[src/rtl/sw_input_conditioner_pkg.sv]
// Shared board constants for the switch/pushbutton front end and the
// multicore wrapper that consumes its conditioned outputs.
package sw_input_conditioner_pkg;

    localparam int              SWC_WIDTH           = 5;
    localparam int              SWC_CNT_W           = 19;
    // 10 ms of stability at the 50 MHz board clock
    localparam int              SWC_DEBOUNCE_CYCLES = 500000;
    localparam logic [4:0]      SWC_ACTIVE_LOW_MASK = 5'b10000;
    localparam int              PB_IDX              = 4;

endpackage

[src/rtl/sw_input_conditioner_debounce_bit.sv]
// One input bit: two-flop synchroniser, polarity fix, stability counter,
// accepted level and registered edge pulses.
module sw_debounce_bit
    import sw_input_conditioner_pkg::*;
#(
    parameter int   DEBOUNCE_CYCLES = SWC_DEBOUNCE_CYCLES,
    parameter int   CNT_W           = SWC_CNT_W,
    parameter logic ACTIVE_LOW      = 1'b0
) (
    input  logic Clock_pin,
    input  logic Resetn_pin,
    input  logic raw_bit,
    output logic clean_bit,
    output logic rise_bit,
    output logic fall_bit
);

    localparam logic [CNT_W-1:0] CNT_LAST = CNT_W'(DEBOUNCE_CYCLES - 1);

    logic             sync1;
    logic             sync2;
    logic             stable;
    logic [CNT_W-1:0] cnt;

    // Reset holds the idle pin level, which is 0 after polarity normalisation.
    always_ff @(posedge Clock_pin or negedge Resetn_pin) begin
        if (!Resetn_pin) begin
            sync1    <= 1'b0;
            sync2    <= 1'b0;
            stable   <= 1'b0;
            cnt      <= '0;
            rise_bit <= 1'b0;
            fall_bit <= 1'b0;
        end else begin
            sync1    <= raw_bit ^ ACTIVE_LOW;
            sync2    <= sync1;
            rise_bit <= 1'b0;
            fall_bit <= 1'b0;
            if (sync2 == stable) begin
                cnt <= '0;
            end else if (cnt == CNT_LAST) begin
                stable   <= sync2;
                cnt      <= '0;
                rise_bit <= sync2;
                fall_bit <= ~sync2;
            end else begin
                cnt <= cnt + 1'b1;
            end
        end
    end

    assign clean_bit = stable;

endmodule

[src/rtl/sw_input_conditioner.sv]
// Conditions raw switch/pushbutton pins into clean active-high levels plus
// single-cycle rise/fall events, suppressed until the post-reset settle window.
module sw_input_conditioner
    import sw_input_conditioner_pkg::*;
#(
    parameter int                 WIDTH           = SWC_WIDTH,
    parameter int                 DEBOUNCE_CYCLES = SWC_DEBOUNCE_CYCLES,
    parameter int                 CNT_W           = SWC_CNT_W,
    parameter logic [WIDTH-1:0]   ACTIVE_LOW_MASK = WIDTH'(SWC_ACTIVE_LOW_MASK)
) (
    input  logic             Clock_pin,
    input  logic             Resetn_pin,
    input  logic [WIDTH-1:0] SW_raw,
    output logic [WIDTH-1:0] SW_clean,
    output logic [WIDTH-1:0] SW_rise,
    output logic [WIDTH-1:0] SW_fall,
    output logic             Settled
);

    localparam logic [CNT_W-1:0] SETTLE_LAST = CNT_W'(DEBOUNCE_CYCLES - 1);

    logic [WIDTH-1:0] bit_rise;
    logic [WIDTH-1:0] bit_fall;
    logic [CNT_W-1:0] settle_cnt;

    for (genvar i = 0; i < WIDTH; i++) begin : g_bit
        sw_debounce_bit #(
            .DEBOUNCE_CYCLES (DEBOUNCE_CYCLES),
            .CNT_W           (CNT_W),
            .ACTIVE_LOW      (ACTIVE_LOW_MASK[i])
        ) u_bit (
            .Clock_pin  (Clock_pin),
            .Resetn_pin (Resetn_pin),
            .raw_bit    (SW_raw[i]),
            .clean_bit  (SW_clean[i]),
            .rise_bit   (bit_rise[i]),
            .fall_bit   (bit_fall[i])
        );
    end

    // Settle timer freezes once it fires; only reset re-arms it.
    always_ff @(posedge Clock_pin or negedge Resetn_pin) begin
        if (!Resetn_pin) begin
            settle_cnt <= '0;
            Settled    <= 1'b0;
        end else if (!Settled) begin
            if (settle_cnt == SETTLE_LAST) begin
                Settled <= 1'b1;
            end else begin
                settle_cnt <= settle_cnt + 1'b1;
            end
        end
    end

    // Levels always track; events are masked so power-up state is not an event.
    assign SW_rise = bit_rise & {WIDTH{Settled}};
    assign SW_fall = bit_fall & {WIDTH{Settled}};

endmodule
[config.mk]
export PLATFORM = sky130hd
export DESIGN_NAME = sw_input_conditioner
export DESIGN_NICKNAME = d
export VERILOG_FILES = /design/src/rtl/sw_input_conditioner_pkg.sv /design/src/rtl/sw_input_conditioner_debounce_bit.sv /design/src/rtl/sw_input_conditioner.sv
export SDC_FILE = /design/constraint.sdc
export NUM_CORES = 1
export LEC_CHECK = 0
export CAP_MARGIN = 20
export CORE_MARGIN = 3
export CORE_UTILIZATION = 43
export CTS_CLUSTER_DIAMETER = 80
export DETAILED_ROUTE_END_ITERATION = 10
export GPL_TIMING_DRIVEN = 0
export PLACE_DENSITY_LB_ADDON = 0.08
export SETUP_SLACK_MARGIN = 0.2
export SLEW_MARGIN = 10
export SYNTH_ARGS = -nofsm -noshare
export SYNTH_HDL_FRONTEND = slang
export SYNTH_SLANG_ARGS = --single-unit
[constraint.sdc]
create_clock -name Clock_pin -period 4.52 [get_ports Clock_pin]
set_clock_uncertainty 0.2 [all_clocks]
set_input_delay 0.904 -clock Clock_pin [delete_from_list [all_inputs] [get_ports Clock_pin]]
set_output_delay 0.904 -clock Clock_pin [all_outputs]
set_load 0.01 [all_outputs]
[Word level (Yosys, flattened, before mapping)]
Index checks and enable logic that the tools add are counted.
Widths: inputs -> output; s select.
Operators by class
  add/subtract/negate cells: 6
  eq/ne operators: 11
  muxes and demuxes: 32
  bitwise operators: 15
  reductions and logical operators: 6
Operators by type and width (number)
  $mux 19: 10
  $add 19x1->19 const B: 6
  $eq 19x19->1 const B: 6
  $mux 1: 22
  $not 1->1: 13
  $reduce_and 2->1: 6
  $and 5x5->5: 2
  $eq 1x1->1: 5
Storage, ports and cells
  register bits after elaboration: 140
  input port bits: 7
  output and inout bits: 16

[Depth between registers and ports, before layout]
Gate-level depths: netlist of the first run.
  word-level depth: 3
  depth in mapped cells: 7
  depth with buffers taken out: 5

[By module]
A second synthesis of the first run with hierarchy kept.
Second synthesis, totals
  cell total of the unflattened synthesis: 658
  area, all modules: 6780.3 um^2
Modules (own cells, without submodules)
  sw_debounce_bit at g_bit[0].u_bit ...: instances 4, cells each 112, area each 1151.1 um^2
  sw_debounce_bit at g_bit[4].u_bit: instances 1, cells each 113, area each 1154.9 um^2
  sw_input_conditioner: instances 1, cells each 97, area each 1021.0 um^2

[Worst setup path before layout of the first run]
No wires, ideal clock.
  path type: register -> output
  start point: register Settled
  end point: output port SW_fall[0]
  arrival time: 1.105 ns
  path slack: 2.311 ns
  cell stages (with the launch flop): 4
  path through: dfrtp_1 -> clkbuf_1 -> clkbuf_1 -> and2_1
On the way
  word-level cells in the longest chain between the ends: 1
RTL lines
  start, declared: RTL line sw_input_conditioner.sv:17  | output logic Settled
  start signal, assigned: RTL line sw_input_conditioner.sv:45  | Settled <= 1'b0;
  start signal, assigned: RTL line sw_input_conditioner.sv:48  | Settled <= 1'b1;
  $and 5x5->5: RTL line sw_input_conditioner.sv:57  | assign SW_fall = bit_fall & {WIDTH{Settled}};
  end, declared: RTL line sw_input_conditioner.sv:16  | output logic [WIDTH-1:0] SW_fall,
No other way between the ends.

[Worst setup path after layout of the first run]
  start point: register Settled
  end point: output port SW_fall[1]
The elaborated chain is that of the path after synthesis.

==> out/results.txt, run 1 <==
Setup crit end kind -> output port
final worst path period share -> 81.1%
I/O Buffers -> 22
Slew Limit Headroom -> 58.0%
GPL Wtd Cong -> 0.806
RR Endpoint -> g_bit[4].u_bit.cnt[11]
vias in the first global route -> 4819
Most used DFF post-synth -> dfrtp_1
Die Width -> 131 um
fmax -> 273 MHz
Max-Cap Viols -> 0
Die Ht -> 131 um
Synth async-reset ratio -> 100%
min Tclk post-route -> 3670 ps
Seq cells post-synth -> 140
via count -> 4889
worst path arrival time -> 2560 ps
Crit path required time -> 3420 ps
Initial DRT Pass Iterations -> 4
first-pass GRT wire length -> 22800 um
final hold viol count -> 0
crit path cell chain -> clkbuf_1 -> clkbuf_1 -> and2_1 -> clkdlybuf4s50_1
Syn Area/Cell -> 10.3 sq um
H-tree Lvls -> 4
Distinct cells, synth -> 43
Crit-path slowest cell -> clkdlybuf4s50_1
hold path depth -> 0
pwr dens -> 350 mW/mm^2
starting density of the core -> 44.9%
Post-synth EDFFs -> 0
Gate Count Post-Synth -> 646
reg2reg setup slack -> 1920 ps
syn nets -> 659
routed length per placed instance -> 14.5 um
DP Wirelength -> 8810 um
Final Cell Area -> 0.00773 sq mm
Hold Crit Class -> flop to flop
Area growth syn-to-layout -> 15.9%
largest net degree at the start of global routing -> 92
Post-Synthesis Cell Area -> 0.00667 sq mm
post-DR vias/cell -> 5.53
Yosys warnings -> 0
1st-iter DRT viols -> 301
root buffer cell -> clkbuf_16
setup violators final -> 0
drt drc -> 0
hold endpoint -> g_bit[1].u_bit.sync2
GRT Total Usage -> 16.5%
clock sinks -> 140
Leakage -> 0.00315 uW
share of cells above drive strength 1 -> 8.29%
worst skew pair latency -> 400 ps
crit path kind -> flop to output port
post-route ant nets -> 0
R2R Path Start -> g_bit[4].u_bit.cnt[0]
Die Area -> 0.0170 sq mm
Core ar. -> 0.0149 sq mm
Overflow after GRT -> 0
sequential share of the synthesized area -> 52.5%
CTS clock-pin slew for the worst setup and hold paths -> 50 ps
Pins Over Slew Limit -> 0
CTS tree -> built
Ports -> 23
DP Cell Count -> 853
post-CTS setup buffers -> 0
crit-path most repeated cell -> clkbuf_1
post-route insts no fill -> 884
nets@finish -> 701
CTS Hold Bufs -> 0
CP max stage delay -> 540 ps
cells on worst reg2reg path -> 7
Worst Min Path Start -> g_bit[1].u_bit.sync1
diodes inserted -> 0
worst hold margin -> 149 ps
crit-path max FO -> 10
slew at the pin with the worst max-slew slack -> 626 ps
RSZ-0062 raised after global routing -> false
final WL -> 12800 um
Clock Tree Buf Depth -> 2
outcome -> complete, no violations
Placed Area -> 0.00715 sq mm
Core Rows -> 44
CTS buffer count -> 17
maximum vdd drop -> 268 uV
post-CTS sizing -> 0
post-route setup TNS -> 0 ps
startpoint types -> flop
initial antenna violation count -> 0
-- cell type report --
type,count,area (sq um)
Buffer,24,115
Clock buffer,24,492
Clock inverter,7,87.6
Fill cell,1323,7140
Inverter,9,33.8
Multi-Input combinational cell,473,3020
Sequential cell,140,3500
Tap cell,184,230
Timing Repair Buffer,23,249
-- flip-flops by register name, summed over array words and instances (netlist names) --
| name | cells |
|---|---|
| g_bit.u_bit.clean_bit | 5 |
| g_bit.u_bit.rise_bit | 5 |
| Settled | 1 |
| g_bit.u_bit.fall_bit | 5 |
| settle_cnt | 19 |
| g_bit.u_bit.sync1 | 5 |
| g_bit.u_bit.cnt | 95 |
| g_bit.u_bit.sync2 | 5 |
-- metrics by stage --
| stage | total power, uW | setup WS, ps | util [%] |
|---|---|---|---|
| final | 2710 | 855 | 52.0 |
| after global routing | 2820 | 662 | 52.0 |
| after CTS | 2750 | 774 | 52.0 |
| after detailed placement | 1380 | 1220 | 48.1 |
| after global placement | 1380 | -3190 | 47.9 |
| after floorplan | 1330 | 2310 | - |
-- worst max-delay path by stage --
stage | end | slack (ps) | depth (start not counted) | start
final | SW_fall[1] | 850 | 4 | Settled
after global routing | SW_rise[1] | 660 | 4 | Settled
after CTS | SW_fall[1] | 770 | 4 | Settled
after detailed placement | SW_fall[1] | 1220 | 4 | Settled
after global placement | g_bit[4].u_bit.cnt[5] | -3190 | 1 | Resetn_pin
after floorplan | SW_fall[0] | 2310 | 3 | Settled
-- power breakdown --
part / switching (uW) / internal, uW / total (uW)
registers: 16.1 / 1270 / 1290
clock network: 486 / 864 / 1350
logic: 48.7 / 21.3 / 70.0
total: 551 / 2160 / 2710
-- Yosys cell counts, types with 6 or more instances --
master,count,area (sq um)
a21oi_1,25,125
and2_1,15,93.8
and3_1,11,68.8
and4_1,11,96.3
clkbuf_1,14,52.6
dfrtp_1,140,3500
ha_1,6,75.1
inv_1,9,33.8
mux2_2,6,67.6
nand2_1,38,143
nand3_1,47,235
nand4_1,27,169
nor2_1,70,263
nor3_1,11,55.1
nor3b_1,11,82.6
nor4_1,23,144
o21ai_0,11,55.1
o31ai_1,14,105
or3_1,14,87.6
or4_1,14,105
xnor2_1,42,368
xor2_1,41,359
-- placed cells by master, fill, tap and decap left out, types with 5 or more instances in the layout --
cell type and instances:
o31ai_1 14, nor4b_1 5, clkdlybuf4s50_1 21, and2_1 15
inv_1 9, and4_1 11, nor2_1 70, nand4_1 27
a21oi_1 25, nand3_1 47, buf_4 5, clkbuf_1 17
nor3_1 11, nand2_1 38, or3_1 14, and3_1 11
mux2_2 6, xnor2_1 42, buf_2 5, or4_1 14
nor4_1 23, dfrtp_1 140, clkbuf_16 17, ha_1 6
nor3b_1 11, o21ai_0 11, xor2_1 41
-- logic make-up (layout without fill, tap and decap cells) --
logic type	count (synthesis)	count (layout)	share of synthesized area [%]
AND/OR/NAND/NOR	319	319	26.8
AO/OA/AOI/OAI	59	59	5.42
flip-flops	140	140	52.5
buffers and inverters	33	87	2.23
adder cells (fa/ha/maj)	6	6	1.13
multiplexers	6	6	1.01
XOR/XNOR	83	83	10.9
-- per-layer routing --
| layer | GRT usage (%) | up-vias | routed length (um) |
|---|---|---|---|
| met5 | 0 | - | 0 |
| met4 | 5.57 | 0 | 125 |
| met3 | 3.90 | 11 | 405 |
| met2 | 25.3 | 65 | 5880 |
| met1 | 23.1 | 2407 | 6410 |
| li1 | - | 2406 | - |
-- critical path, delay by kind of cell (launching register included) --
kind,cells,cell delay [ps]
buffers and inverters,3,1480
flip-flops,1,430
AND/OR/NAND/NOR,1,250
No activity file was read; power rests on OpenSTA's default activity.
==> run 2, diff against run 1 <==
==> constraint.sdc (replaced) <==
create_clock -name Clock_pin -period 3.6 [get_ports Clock_pin]
set_clock_uncertainty 0.2 [all_clocks]
set_input_delay 0.72 -clock Clock_pin [delete_from_list [all_inputs] [get_ports Clock_pin]]
set_output_delay 0.72 -clock Clock_pin [all_outputs]
set_load 0.01 [all_outputs]
==> out/results.txt, run 2 (synthesis gave the netlist of run 1 again) <==
Setup crit end kind -> output port (unchanged)
drt drc -> 0 (unchanged)
Leakage -> 0.00315 uW (about the same)
DP Cell Count -> 853 (unchanged)
post-CTS setup buffers -> 0 (unchanged)
CP max stage delay -> 540 ps (about the same)
post-route ant nets -> 0 (unchanged)
I/O Buffers -> 22 (unchanged)
Max-Cap Viols -> 0 (unchanged)
worst skew pair latency -> 400 ps (about the same)
initial antenna violation count -> 0 (unchanged)
first-pass GRT wire length -> 22800 um (unchanged)
crit-path most repeated cell -> clkbuf_2 (was clkbuf_1)
Crit-path slowest cell -> clkdlybuf4s50_1 (unchanged)
starting density of the core -> 44.9% (unchanged)
GPL Wtd Cong -> 0.806 (unchanged)
H-tree Lvls -> 4 (unchanged)
DP Wirelength -> 8810 um (unchanged)
routed length per placed instance -> 14.5 um (about the same)
GRT Total Usage -> 16.5% (unchanged)
root buffer cell -> clkbuf_16 (unchanged)
most common cell after layout, fill and taps aside -> dfrtp_1 (unchanged)
CTS buffer count -> 17 (unchanged)
Buf+Inv Stages, Crit Path -> 3 (unchanged)
min Tclk post-route -> 3090 ps
CP top delay family -> buffers and inverters (unchanged)
Die Area -> 0.0170 sq mm (unchanged)
final hold viol count -> 0 (unchanged)
Pins Over Slew Limit -> 0 (unchanged)
Core ar. -> 0.0149 sq mm (unchanged)
final WL -> 12800 um (about the same)
post-route insts no fill -> 884 (unchanged)
setup violators final -> 0 (unchanged)
1st-iter DRT viols -> 297 (was 301)
Ports -> 23 (unchanged)
outcome -> complete, no violations (unchanged)
CTS clock-pin slew for the worst setup and hold paths -> 50 ps (about the same)
largest registers -> g_bit.u_bit.cnt x95, settle_cnt x19 (unchanged)
Largest register FFs -> 95 (unchanged)
post-DR vias/cell -> 5.53 (about the same)
Crit path required time -> 2680 ps (was 3420 ps)
largest net degree at the start of global routing -> 92 (unchanged)
CTS tree -> built (unchanged)
Die Ht -> 131 um (unchanged)
Hold Crit Class -> input pin to asynchronous set/reset pin (was flop to flop)
share of cells above drive strength 1 -> 8.57% (was 8.29%)
Overflow after GRT -> 0 (unchanged)
fmax -> 324 MHz
Initial DRT Pass Iterations -> 4 (unchanged)
final worst path period share -> 85.7%
Clock Tree Buf Depth -> 2 (unchanged)
crit path kind -> flop to output port (unchanged)
reg2reg setup slack -> 1000 ps (was 1920 ps)
RSZ-0062 raised after global routing -> false (unchanged)
nets@finish -> 701 (unchanged)
dpl ws -> 480 ps (was 1220 ps)
commonest cells after routing, fill and taps aside -> dfrtp_1 (140), nor2_1 (70), nand3_1 (47) (unchanged)
Area growth syn-to-layout -> 15.9% (about the same)
slew at the pin with the worst max-slew slack -> 626 ps (unchanged)
crit-path max FO -> 10 (unchanged)
Largest Register -> g_bit.u_bit.cnt (unchanged)
clock sinks -> 140 (unchanged)
Die Width -> 131 um (unchanged)
pwr dens -> 440 mW/mm^2 (was 350 mW/mm^2)
Slew Limit Headroom -> 58.0% (unchanged)
setup ws final -> 515 ps (was 855 ps)
maximum vdd drop -> 337 uV (was 268 uV)
vias in the first global route -> 4819 (unchanged)
worst path arrival time -> 2170 ps (was 2560 ps)
diodes inserted -> 0 (unchanged)
Final Cell Area -> 0.00773 sq mm (about the same)
post-route setup TNS -> 0 ps (unchanged)
via count -> 4891 (was 4889)
Core Rows -> 44 (unchanged)
Placed Area -> 0.00715 sq mm (unchanged)
startpoint types -> flop (unchanged)
crit path cell chain -> clkbuf_2 -> clkbuf_2 -> and2_1 -> clkdlybuf4s50_1 (was clkbuf_1 -> clkbuf_1 -> and2_1 -> clkdlybuf4s50_1)
run 2: cell count changes in the layout (fill, tap and decap cells not counted):
| cell | delta |
|---|---|
| clkbuf_2 | +2 |
| clkbuf_1 | -2 |
run 2: repair_timing:
action,4_1_cts,5_1_grt
setup endpoints to repair,10,5
gates resized for setup,1,2
hold buffers,0,0
run 2: worst register-to-register path: stages (launching register included):
cell,delay (ps)
dfrtp_1,390
ha_1,220
and4_1,200
clkbuf_1,260
nand2_1,190
o31ai_2,620
buf_2,330
nor2_1,80
run 2: final timing paths:
path | start | endpoint | depth (start not counted)
worst max-delay path | Settled | SW_fall[1] | 4
worst min-delay path | Resetn_pin | g_bit[3].u_bit.cnt[3] | 1
worst max register to register | g_bit[4].u_bit.cnt[0] | g_bit[4].u_bit.cnt[11] | 7
worst min register to register | g_bit[1].u_bit.sync1 | g_bit[1].u_bit.sync2 | 0
max in group asynchronous | Resetn_pin | g_bit[4].u_bit.cnt[11] | 2
min in group Clock_pin | g_bit[1].u_bit.sync1 | g_bit[1].u_bit.sync2 | 0
run 2: per-layer routing:
| metal | part of all wire (%) | GRT usage [%] | vias up |
|---|---|---|---|
| li1 | - | - | 2405 |
| met4 | 0.98 | 5.57 | 0 |
| met5 | 0 | 0 | - |
| met3 | 3.1 | 3.90 | 11 |
| met1 | 50 | 23.1 | 2410 |
| met2 | 46 | 25.3 | 65 |
run 2: metrics by stage:
step	utilization [%]	hold WS [ps]	total power, uW
floorplan	-	131	1670
CTS	52.0	64.0	3450
finish	52.0	59.9	3400
detailed placement	48.1	140	1730
global placement	47.9	136	1730
global route	52.0	75.5	3530
run 2: area by class of cell:
| type | count | area [sq um] |
|---|---|---|
| sequential | 140 | 3500 |
| inverter | 9 | 33.8 |
| tap | 184 | 230 |
| buffer | 24 | 118 |
| fill | 1327 | 7140 |
| timing repair buffer | 23 | 249 |
| multi-input combinational | 473 | 3020 |
| clock inverter | 7 | 87.6 |
| clock buffer | 24 | 492 |
run 2: where the power goes:
group | internal (uW) | leakage, uW | total (uW) | switching [uW]
clock | 1080 | 0.000286 | 1700 | 611
sequential | 1590 | 0.00191 | 1610 | 20.2
combinational | 26.7 | 0.000962 | 87.8 | 61.1
==> run 3, diff against run 2 <==
--- a/config.mk
+++ b/config.mk
@@ -9,6 +9,7 @@
 export CORE_MARGIN = 3
 export CORE_UTILIZATION = 43
 export CTS_CLUSTER_DIAMETER = 80
+export CTS_CLUSTER_SIZE = 16
 export DETAILED_ROUTE_END_ITERATION = 10
 export GPL_TIMING_DRIVEN = 0
 export PLACE_DENSITY_LB_ADDON = 0.08
==> results of run 3 <==
No change in the layout: final DEF, timing and power equal those of run 2.
==> patch 1 (settings of run 2) <==
The package constant `SWC_CNT_W` goes from 19 to 38.
--- a/src/rtl/sw_input_conditioner_pkg.sv
+++ b/src/rtl/sw_input_conditioner_pkg.sv
@@ -5,3 +5,3 @@
     localparam int              SWC_WIDTH           = 5;
-    localparam int              SWC_CNT_W           = 19;
+    localparam int              SWC_CNT_W           = 38;
     // 10 ms of stability at the 50 MHz board clock
Formal check against the unedited RTL: no difference found for any inputs over 10 cycles, from zero or initial values and one cycle with Resetn_pin low; that may be too few to reach the edited logic, so the function may still have changed.
==> patch 1 against run 2 <==
  * The run now ends with negative hold slack left
  * Fmax is 4.0% lower
  * Final cell count is 96% higher
  * Setup slack worse by 0.13 ns
  * Die area is 84% higher
  * Cell area is 86% higher
  * Critical path depth is 1 lower
  * Sequential cell count is 114 higher
  * Area after synthesis is 88% higher
  * Power is 85% higher
  * Wire length is 110% higher
  * Largest cell class unchanged
  * Largest power group unchanged
==> patch 1: results (changes against run 2) <==
* Buffer share of cell area at 3.56% (-1.2 points)
* ClkCell Share at 7.38% (-0.11 points)
* Synth top cells by count: dfrtp_1, nor2_1, xor2_1, nand4_1, xnor2_1
* GRT met2 Usage at 27.0% (+1.7 points)
* PD cells at 437 nW/um^2 (-0.69%)
* FF+latch count, synth at 254 (+81%)
* Critical path arrival at 2.29 ns (+0.12 ns)
* Failing checks: negative hold slack
* Part of the power in the clock network at 51.6% (+1.7 points)
* DR vias at 9,333 (+91%)
* Critical Path End: SW_fall[4]
* Largest stage delay, worst path at 0.56 ns (+0.02 ns)
* Num CTS Buffers at 29 (+12)
* Clock buffer depth at 3 (+1)
* Post-Route M1 WL at 13,600 um (+110%)
* Sequential Area at 6360 um^2 (+81%)
* Placed Cells at 1,683 (+97%)
* Worst vdd ir at 485 uV (+44%)
* Leak at 6.02 nW (+91%)
* Reg2reg setup slack at 0.78 ns (-0.22 ns)
* Layout fillers at 2,665 (+100%)
* Status: finished with violations
* H-Tree Level Count at 1 (-3)
* Final hold slack at -0.0135 ns (-0.0734 ns)
* Final hold vios at 8 (+8)
* FF-to-FF Start: g_bit[0].u_bit.cnt[5]
* Sw Share at 20.8% (+0.45 points)
* Total GRT Usage at 17.4% (+0.92 points)
* Mapped Cells at 1,281 (+98%)
* Worst slack at placement at 0.820 ns (+0.339 ns)
* Global Route met1 Usage at 25.8% (+2.8 points)
* Slew headroom at 40.7% (-17 points)
* Met3 Wirelength at 741 um (+87%)
* Routed WL at 26,500 um (+110%)
* Reg2Reg Capture Point: g_bit[0].u_bit.cnt[21]
* Met2 Wirelength at 11,700 um (+99%)
==> patch 1: how the worst min path moves through the flow <==
stage | start | endpoint | slack [ns] | cells past startpoint
finish | Resetn_pin | g_bit[3].u_bit.cnt[4] | -0.01 | 1
global route | Resetn_pin | g_bit[3].u_bit.cnt[6] | 0.03 | 1
CTS | Resetn_pin | g_bit[3].u_bit.cnt[4] | 0.006 | 1
detailed placement | g_bit[0].u_bit.sync1 | g_bit[0].u_bit.sync2 | 0.14 | 0
global placement | g_bit[4].u_bit.sync1 | g_bit[4].u_bit.sync2 | 0.13 | 0
floorplan | g_bit[0].u_bit.sync1 | g_bit[0].u_bit.sync2 | 0.13 | 0
==> patch 1: logic make-up after synthesis <==
kind of cell | Yosys count | synth area share, %
flip-flops | 254 | 50.6
multiplexers | 9 | 0.777
XOR/XNOR | 206 | 14.4
buffers and inverters | 67 | 2.31
AO/OA/AOI/OAI | 30 | 1.30
AND/OR/NAND/NOR | 709 | 30.0
adder cells (fa/ha/maj) | 6 | 0.598
==> patch 2 (settings of run 2) <==
Without the edit above. Make the reset (`Resetn_pin`) synchronous in 2 clocked blocks.
--- a/src/rtl/sw_input_conditioner_debounce_bit.sv
+++ b/src/rtl/sw_input_conditioner_debounce_bit.sv
@@ -25,3 +25,3 @@
     // Reset holds the idle pin level, which is 0 after polarity normalisation.
-    always_ff @(posedge Clock_pin or negedge Resetn_pin) begin
+    always_ff @(posedge Clock_pin) begin
         if (!Resetn_pin) begin
--- a/src/rtl/sw_input_conditioner.sv
+++ b/src/rtl/sw_input_conditioner.sv
@@ -41,3 +41,3 @@
     // Settle timer freezes once it fires; only reset re-arms it.
-    always_ff @(posedge Clock_pin or negedge Resetn_pin) begin
+    always_ff @(posedge Clock_pin) begin
         if (!Resetn_pin) begin
Behaviour: no difference found for any inputs over 10 cycles, from zero or initial values and one cycle with Resetn_pin low; that may be too few to reach the edited logic, so the function may still have changed.
==> patch 2 against run 2 <==
  * Critical path depth decreased by 1
  * Synthesized cell count increased by 8.8%
  * Final cell count grew 5.9%
  * Sequential share of layout area fell by 7.0 points
  * Wire length down 5.5%
  * Sequential power down 2%
  * Via count increased by 0.90%
  * Area after synthesis decreased by 7.1%
  * Power up 6.2%
  * Combinational power decreased by 44%
  * Setup slack better by 0.18 ns
  * Sequential cell count is the same
  * Cell area fell by 5.4%
  * Largest cell class is now multi-input combinational cells
  * Largest power group unchanged
==> patch 2: results (changes against run 2) <==
* Power in sequential cells at 1.57 mW (-2%)
* CLK BUF at 18 (-25%)
* Global Route met1 Usage at 20.0% (-3.0 points)
* Non-clk bufs at 48 (+2.1%)
* Placed Cells at 904 (+6.0%)
* DR iter-0 viols at 284 (-4.4%)
* Worst hold path class: reg2reg
* Library cells used by synthesis at 46 (+7.0%)
* M3 GR Usage at 4.33% (+0.42 points)
* Layout cells sized above 1 at 7.01% (-1.6 points)
* Total GRT Usage at 15.8% (-0.68 points)
* HPWL Detailed at 8600 um (-2.4%)
* Global-route wire length before repair at 21,200 um (-6.8%)
* Routed WL at 12,100 um (-5.5%)
* Wirelength per Cell at 12.9 um (-11%)
* Multi-input gate area at 3160 um^2 (+4.9%)
* Internal power at 2.94 mW (+8.6%)
* Buffer share of cell area at 4.78% (+0.032 points)
* Multi-input logic cell count at 511 (+8.0%)
* Top cells by area, synth: dfxtp_1, nor2_1, xnor2_1
* Proportion of synthesized area in mux cells at 0.808% (-0.21 points)
* Inverters at 25 (+16)
* Post-Synth XOR/XNOR Area at 10.3% (-0.59 points)
* First-pass DRT Iterations at 5 (+1)
* Sequential cell area share at 38.3% (-7.0 points)
* FF-to-FF Start: g_bit[3].u_bit.cnt[0]
* Vias in the first global route at 4,767 (-1.1%)
* Largest area contributor in the netlist: dfxtp_1
* Post-Synth Adder-Cell Area at 1.21% (+0.085 points)
* Critical Path Start: Settled
* DR vias at 4,935 (+0.90%)
* GPL Wtd Cong at 0.806 (about the same)
* Largest net degree at the start of global routing at 17 (-82%)
* Synth top cells by count: dfxtp_1, nor2_1, nand3_1, xnor2_1, nand2_1
* Slew headroom at 59.9% (+1.9 points)
* Reg2Reg Capture Point: g_bit[3].u_bit.cnt[10]
* Layout fillers at 1,313 (-1.1%)
* P_comb at 0.0495 mW (-44%)
* Fin nets at 756 (+7.8%)
* Status: complete, no violations
## patch 2: cell types whose count changed after synthesis, moves of 9 or more
cell     delta
dfrtp_1   -140
dfxtp_1   +140
nor2_1     +26
inv_1      +16
nor3b_1     -9
xor2_1      -9
## patch 2: per-stage QoR
step	cell area [um^2]	hold WS (ns)	setup WS, ns
2_1_floorplan	6200	0.212	1.56
3_3_place_gp	6630	0.219	1.04
3_5_place_dp	6630	0.219	1.03
4_1_cts	7310	0.233	0.649
5_1_grt	7310	0.239	0.582
6_report	7310	0.230	0.693
## patch 2: worst max path at each step
stage	endpoint	slack [ns]	cells after the start
floorplan	g_bit[2].u_bit.cnt[10]	1.56	5
global placement	g_bit[2].u_bit.cnt[9]	1.04	5
global route	SW_rise[0]	0.58	3
finish	SW_fall[2]	0.69	3
CTS	SW_rise[2]	0.65	3
detailed placement	g_bit[2].u_bit.cnt[9]	1.03	5
## patch 2: routing by layer
metal  wire length, um  up-vias
met5                 0        -
met4               142        0
met3               428       13
met2              5720       84
met1              5820     2275
li1                  -     2563
